**src/rtl/irq_pkg.sv**
```systemverilog
// Shared constants for the interrupt front end and the interrupt controller.
package irq_pkg;

    localparam int N_SRC = 6;
    localparam int CNT_W = 4;

    localparam int IRQ_SRC_0 = 0;
    localparam int IRQ_SRC_1 = 1;
    localparam int IRQ_SRC_2 = 2;
    localparam int IRQ_SRC_3 = 3;
    localparam int IRQ_SRC_4 = 4;
    localparam int IRQ_SRC_5 = 5;

    // 1 = rising-edge latched, 0 = level following
    localparam logic [N_SRC-1:0] EDGE_MODE_DEFAULT = 6'b111111;

endpackage

```
**src/rtl/irq_src_channel.sv**
```systemverilog
// One interrupt source: synchroniser, edge detect, pending flop and
// saturating missed-event counter.
module irq_src_channel #(
    parameter int   SYNC_STAGES = 2,
    parameter logic EDGE        = 1'b1,
    parameter int   CNT_W       = 4
) (
    input  logic             clk,
    input  logic             rst_n,
    input  logic             irq_raw_i,
    input  logic             int_fin_i,
    input  logic             miss_clr_i,
    output logic             pend_o,
    output logic             pend_next_o,
    output logic [CNT_W-1:0] miss_cnt_o
);

    logic [SYNC_STAGES-1:0] sync_q;
    logic                   prev_q;
    logic                   pend_q;
    logic                   pend_d;
    logic [CNT_W-1:0]       missCnt_q;
    logic [CNT_W-1:0]       missCnt_d;
    logic                   syncOut;
    logic                   rise;

    assign syncOut = sync_q[SYNC_STAGES-1];
    assign rise    = syncOut & ~prev_q;

    // Next pending state and counter; a rise coinciding with fin re-arms the request.
    always_comb begin
        pend_d    = pend_q;
        missCnt_d = missCnt_q;
        if (EDGE) begin
            pend_d = rise | (pend_q & ~int_fin_i);
            if (miss_clr_i) begin
                missCnt_d = '0;
            end else if (rise && pend_q && !int_fin_i && (missCnt_q != {CNT_W{1'b1}})) begin
                missCnt_d = missCnt_q + 1'b1;
            end
        end else begin
            pend_d    = syncOut;
            missCnt_d = '0;
        end
    end

    // Synchroniser chain, previous-value flop, pending flop and counter.
    always_ff @(posedge clk or negedge rst_n) begin
        if (!rst_n) begin
            sync_q    <= '0;
            prev_q    <= 1'b0;
            pend_q    <= 1'b0;
            missCnt_q <= '0;
        end else begin
            sync_q    <= {sync_q[SYNC_STAGES-2:0], irq_raw_i};
            prev_q    <= syncOut;
            pend_q    <= pend_d;
            missCnt_q <= missCnt_d;
        end
    end

    assign pend_o      = pend_q;
    assign pend_next_o = pend_d;
    assign miss_cnt_o  = missCnt_q;

endmodule

```
**src/rtl/irq_request_unit.sv**
```systemverilog
// Interrupt request front end: one channel per source plus a registered
// any-request flag. SYNC_STAGES must be at least 2.
module irq_request_unit #(
    parameter int                       N_SRC       = irq_pkg::N_SRC,
    parameter int                       SYNC_STAGES = 2,
    parameter logic [irq_pkg::N_SRC-1:0] EDGE_MODE  = irq_pkg::EDGE_MODE_DEFAULT,
    parameter int                       CNT_W       = irq_pkg::CNT_W
) (
    input  logic                     clk,
    input  logic                     rst_n,
    input  logic [N_SRC-1:0]         irq_raw_i,
    input  logic [N_SRC-1:0]         int_fin_i,
    input  logic [N_SRC-1:0]         miss_clr_i,
    output logic [N_SRC-1:0]         int_req_o,
    output logic [N_SRC*CNT_W-1:0]   miss_cnt_o,
    output logic                     irq_any_o
);

    import irq_pkg::*;

    logic [N_SRC-1:0] pend;
    logic [N_SRC-1:0] pendNext;
    logic             irqAny_q;
    logic             irqAny_d;

    for (genvar i = 0; i < N_SRC; i++) begin : g_src
        irq_src_channel #(
            .SYNC_STAGES (SYNC_STAGES),
            .EDGE        (EDGE_MODE[i]),
            .CNT_W       (CNT_W)
        ) u_chan (
            .clk         (clk),
            .rst_n       (rst_n),
            .irq_raw_i   (irq_raw_i[i]),
            .int_fin_i   (int_fin_i[i]),
            .miss_clr_i  (miss_clr_i[i]),
            .pend_o      (pend[i]),
            .pend_next_o (pendNext[i]),
            .miss_cnt_o  (miss_cnt_o[i*CNT_W +: CNT_W])
        );
    end

    assign irqAny_d = |pendNext;

    // Any-request flag registered from next pending values so it tracks int_req_o exactly.
    always_ff @(posedge clk or negedge rst_n) begin
        if (!rst_n) begin
            irqAny_q <= 1'b0;
        end else begin
            irqAny_q <= irqAny_d;
        end
    end

    assign int_req_o = pend;
    assign irq_any_o = irqAny_q;

endmodule

```
**config.mk**
```make
export PLATFORM = sky130hd
export DESIGN_NAME = irq_request_unit
export DESIGN_NICKNAME = d
export VERILOG_FILES = /design/src/rtl/irq_pkg.sv /design/src/rtl/irq_src_channel.sv /design/src/rtl/irq_request_unit.sv
export SDC_FILE = /design/constraint.sdc
export NUM_CORES = 1
export LEC_CHECK = 0
export BUFFER_PORTS_ARGS = -buffer_cell sky130_fd_sc_hd__buf_2
export CAP_MARGIN = 5
export CORE_ASPECT_RATIO = 0.7
export CORE_MARGIN = 1
export CORE_UTILIZATION = 26
export DETAILED_ROUTE_END_ITERATION = 10
export MAX_ROUTING_LAYER = met4
export SLEW_MARGIN = 30
export SYNTH_ARGS = -nofsm -noshare
export SYNTH_HDL_FRONTEND = slang
export SYNTH_SLANG_ARGS = --single-unit
```
**constraint.sdc**
```tcl
create_clock -name clk -period 1.53 [get_ports clk]
set_clock_uncertainty 0.2 [all_clocks]
set_input_delay 0.0765 -clock clk [delete_from_list [all_inputs] [get_ports clk]]
set_output_delay 0.0765 -clock clk [all_outputs]
set_load 0.05 [all_outputs]
```
==> results.tsv <==
stage	metric	value	unit
outcome	failing checks	design-rule violations	
drt	Iter 0 DRT Violations	83	
die	site row count	27	
cells_and_area	n_diodes	0	
power	P_leak	0.00134	uW
synth	Synth Warn #	0	
place	post-placement cell area	2690	um^2
global_route	largest net degree at the start of global routing	50	
die	Core ar.	8010	um^2
setup_path	CP Class	reg2reg	
sta	endpoints failing setup	0	
setup_path	FF-to-FF End	g_src[4].u_chan.miss_cnt_o[0]	
cells_and_area	nets	283	
cells_and_area	commonest non-fill, non-tap cell in the layout	buf_2	
setup_path	CP max stage cell	dfrtp_2	
synth	syn_area_per_cell	12.2	um^2
setup_path	CP Capture Type	register	
synth	Synth cell types	24	
power	Worst VDD drop	395	uV
drt	post-route DRC violation count	4	
outcome	status	finished with violations	
sta	Fin Setup TNS	0	ps
synth	post-synthesis cell count	179	
setup_path	crit start category	register	
synth	post-synthesis register bit count	49	
die	initial core utilization	27.4	%
die	io pins	51	
sta	Slew @ Worst Pin	281	ps
drt	antenna-violating nets left	0	
cts	root buffer cell	clkbuf_16	
drt	routed vias/inst	4.74	
cells_and_area	Design Area, Final	3110	um^2
sta	post-layout minimum cycle time	1500	ps
global_route	first-pass GRT wire length	7910	um
place	pre-CTS WS	35.2	ps
power	Clk pwr share	40.9	%
cts	# H-tree levels	2	
setup_path	reg2reg start	g_src[4].u_chan.miss_cnt_o[1]	
cts	Clock Latency Late Sink	280	ps
job	max cap viols	0	
sta	unrepaired setup endpoints after global routing	true	
sta	Worst Slack Setup Final	29.3	ps
sta	upper clock frequency limit	666	MHz
place	I/O Buffers	50	
cts	clock buffer depth	2	
power	Sequential Power Share	48.3	%
sta	relative slew slack	81.3	%
die	Die Wd	112	um
synth	synthesized area	2190	um^2
die	die height	78.8	um
sta	hold_ws	90.5	ps
setup_path	WP buf/inv	0	
drt	DRT Pass-1 Iters	7	
cts	total CTS buffers	5	
global_route	GRT overflow	0	
sta	final hold violation count	0	
setup_path	CP required	1540	ps
setup_path	Reg2Reg Depth	4	
die	total die area	8810	um^2
place	Detail Placement HPWL	3240	um
hold_path	type of the worst min-delay path	in2async	
sta	Tcrit/Tclk final	98.1	%
drt	Routed Wire Length	4720	um
setup_path	delay of the slowest cell on the worst path	440	ps
drt	Vias	1702	
synth	Seq/Total Area, Yosys	55.9	%
cells_and_area	Finished Layout Cells	359	
synth	syn_nets	205	
setup_path	FF-to-FF setup slack	30	ps
drt	DR WL/cell	13.1	um
place	placed instance count	329	
place	GPL Wtd Cong	0.801	
power	sw frac	24.5	%
power	Pwr per Cell Area	923	nW/um^2
power	combinational fraction of design power	10.8	%
power	Internal	2160	uW
cells_and_area	Syn-to-layout area delta	41.7	%
cells_and_area	layout cell share with drive strength beyond 1	42.2	%
cts	clock-pin slew on the worst setup and hold paths	70	ps
setup_path	crit path cell chain	ha_4 -> and3_4 -> or3_1 -> a21oi_1	
cells_and_area	commonest cells after routing, fill and taps aside	buf_2, dfrtp_1, dlygate4sd3_1	
setup_path	Critical Path Fanout Max	4	
global_route	Total GRT Usage	11.7	%
global_route	initial antenna violation count	0	
setup_path	critical path's top delay family	simple AND/OR/NAND/NOR gates	
power	sw power	703	uW
cells_and_area	fillcell total	776	
global_route	vias in the first global route	1677	
setup_path	Worst Path Arrival	1510	ps
cts	TritonCTS clock tree	done	
sta	Final Max Tran Viols	0	
cts	CTS Sinks	49	
[power by group through the flow]
stage | clock network [uW] | logic [uW] | registers, uW
floorplan | 0 | 140 | 1430
global placement | 0 | 265 | 1410
detailed placement | 0 | 267 | 1410
CTS | 1210 | 305 | 1390
global route | 1270 | 336 | 1390
finish | 1170 | 309 | 1380
[metrics by stage]
step | power, uW | utilization [%]
after global routing | 3000 | 38.8
after floorplan | 1570 | -
after detailed placement | 1680 | 33.6
after global placement | 1670 | 33.6
after CTS | 2900 | 38.0
final | 2870 | 38.8
[cell usage after synthesis, drive strengths merged]
library cell / instances / area share (%)
nand4bb: 6 / 6.8
nand3: 5 / 1.1
o2111ai: 2 / 0.80
nand2b: 6 / 1.7
and3: 7 / 2.0
a211oi: 1 / 0.34
inv: 6 / 1.0
and4b: 6 / 2.7
nand3b: 6 / 2.1
a41oi: 1 / 0.40
or3: 10 / 2.9
nor3: 9 / 2.1
a21oi: 23 / 5.3
nand2: 3 / 0.51
and4bb: 6 / 3.4
o21ai: 14 / 3.2
ha: 6 / 3.4
o31ai: 4 / 1.4
or4: 1 / 0.34
buf: 6 / 2.1
o22ai: 2 / 0.57
dfrtp: 49 / 56
[registers in the layout, indices dropped and copies added, names as in the netlist]
signal and cells:
irq_any_o 1, g_src.u_chan.miss_cnt_o 24, g_src.u_chan.pend_o 6, g_src.u_chan.prev_q 6
g_src.u_chan.sync_q 12
[worst max-delay path by stage]
stage | depth (start not counted) | slack [ps] | end | from
after floorplan | 4 | -60 | g_src[4].u_chan.miss_cnt_o[0] | g_src[4].u_chan.miss_cnt_o[1]
after CTS | 4 | 20 | g_src[4].u_chan.miss_cnt_o[0] | g_src[4].u_chan.miss_cnt_o[0]
final | 4 | 30 | g_src[4].u_chan.miss_cnt_o[0] | g_src[4].u_chan.miss_cnt_o[1]
after global routing | 5 | -30 | g_src[4].u_chan.miss_cnt_o[3] | int_fin_i[4]
after detailed placement | 4 | 40 | g_src[4].u_chan.miss_cnt_o[0] | g_src[4].u_chan.miss_cnt_o[0]
after global placement | 4 | 60 | g_src[4].u_chan.miss_cnt_o[0] | g_src[4].u_chan.miss_cnt_o[0]
[final cells by class]
cell class,instances,area (um^2),share of cell area [%]
multi-input combinational,118,1040,33.6
sequential,49,1240,40.0
inverter,6,22.5,0.725
tap,101,126,4.07
clock inverter,1,5.00,0.161
clock buffer,7,153,4.92
timing repair buffer,77,513,16.5
[logic make-up after synthesis]
kind of cell / after synthesis / synth area share [%]
flops: 49 / 55.9
compound gates: 47 / 11.9
simple gates: 65 / 25.6
buf+inv: 12 / 3.08
fa+ha+maj: 6 / 3.42
[per-layer routing]
metal  track usage, %  routed length, um  vias to the layer above
met4             2.84                 39                        0
li1                 -                  -                      834
met2             18.0               2030                       40
met5                -                  0                        -
met3             3.44                264                        7
met1             15.1               2390                      821
[worst reg2reg max path, stage by stage (launching register included)]
cell	delay, ps
dfrtp_2	440
ha_4	190
and3_4	180
or3_1	300
a21oi_1	120
[what timing repair did]
| action | in CTS | in global routing |
|---|---|---|
| hold buffers | 19 | 0 |
| endpoints found under the hold margin | 85 | 0 |
| endpoints found under the setup margin | 0 | 8 |
| gates resized for setup | 0 | 10 |
| setup buffers | 0 | 3 |
Note: power is estimated with default switching activity, not from simulation.
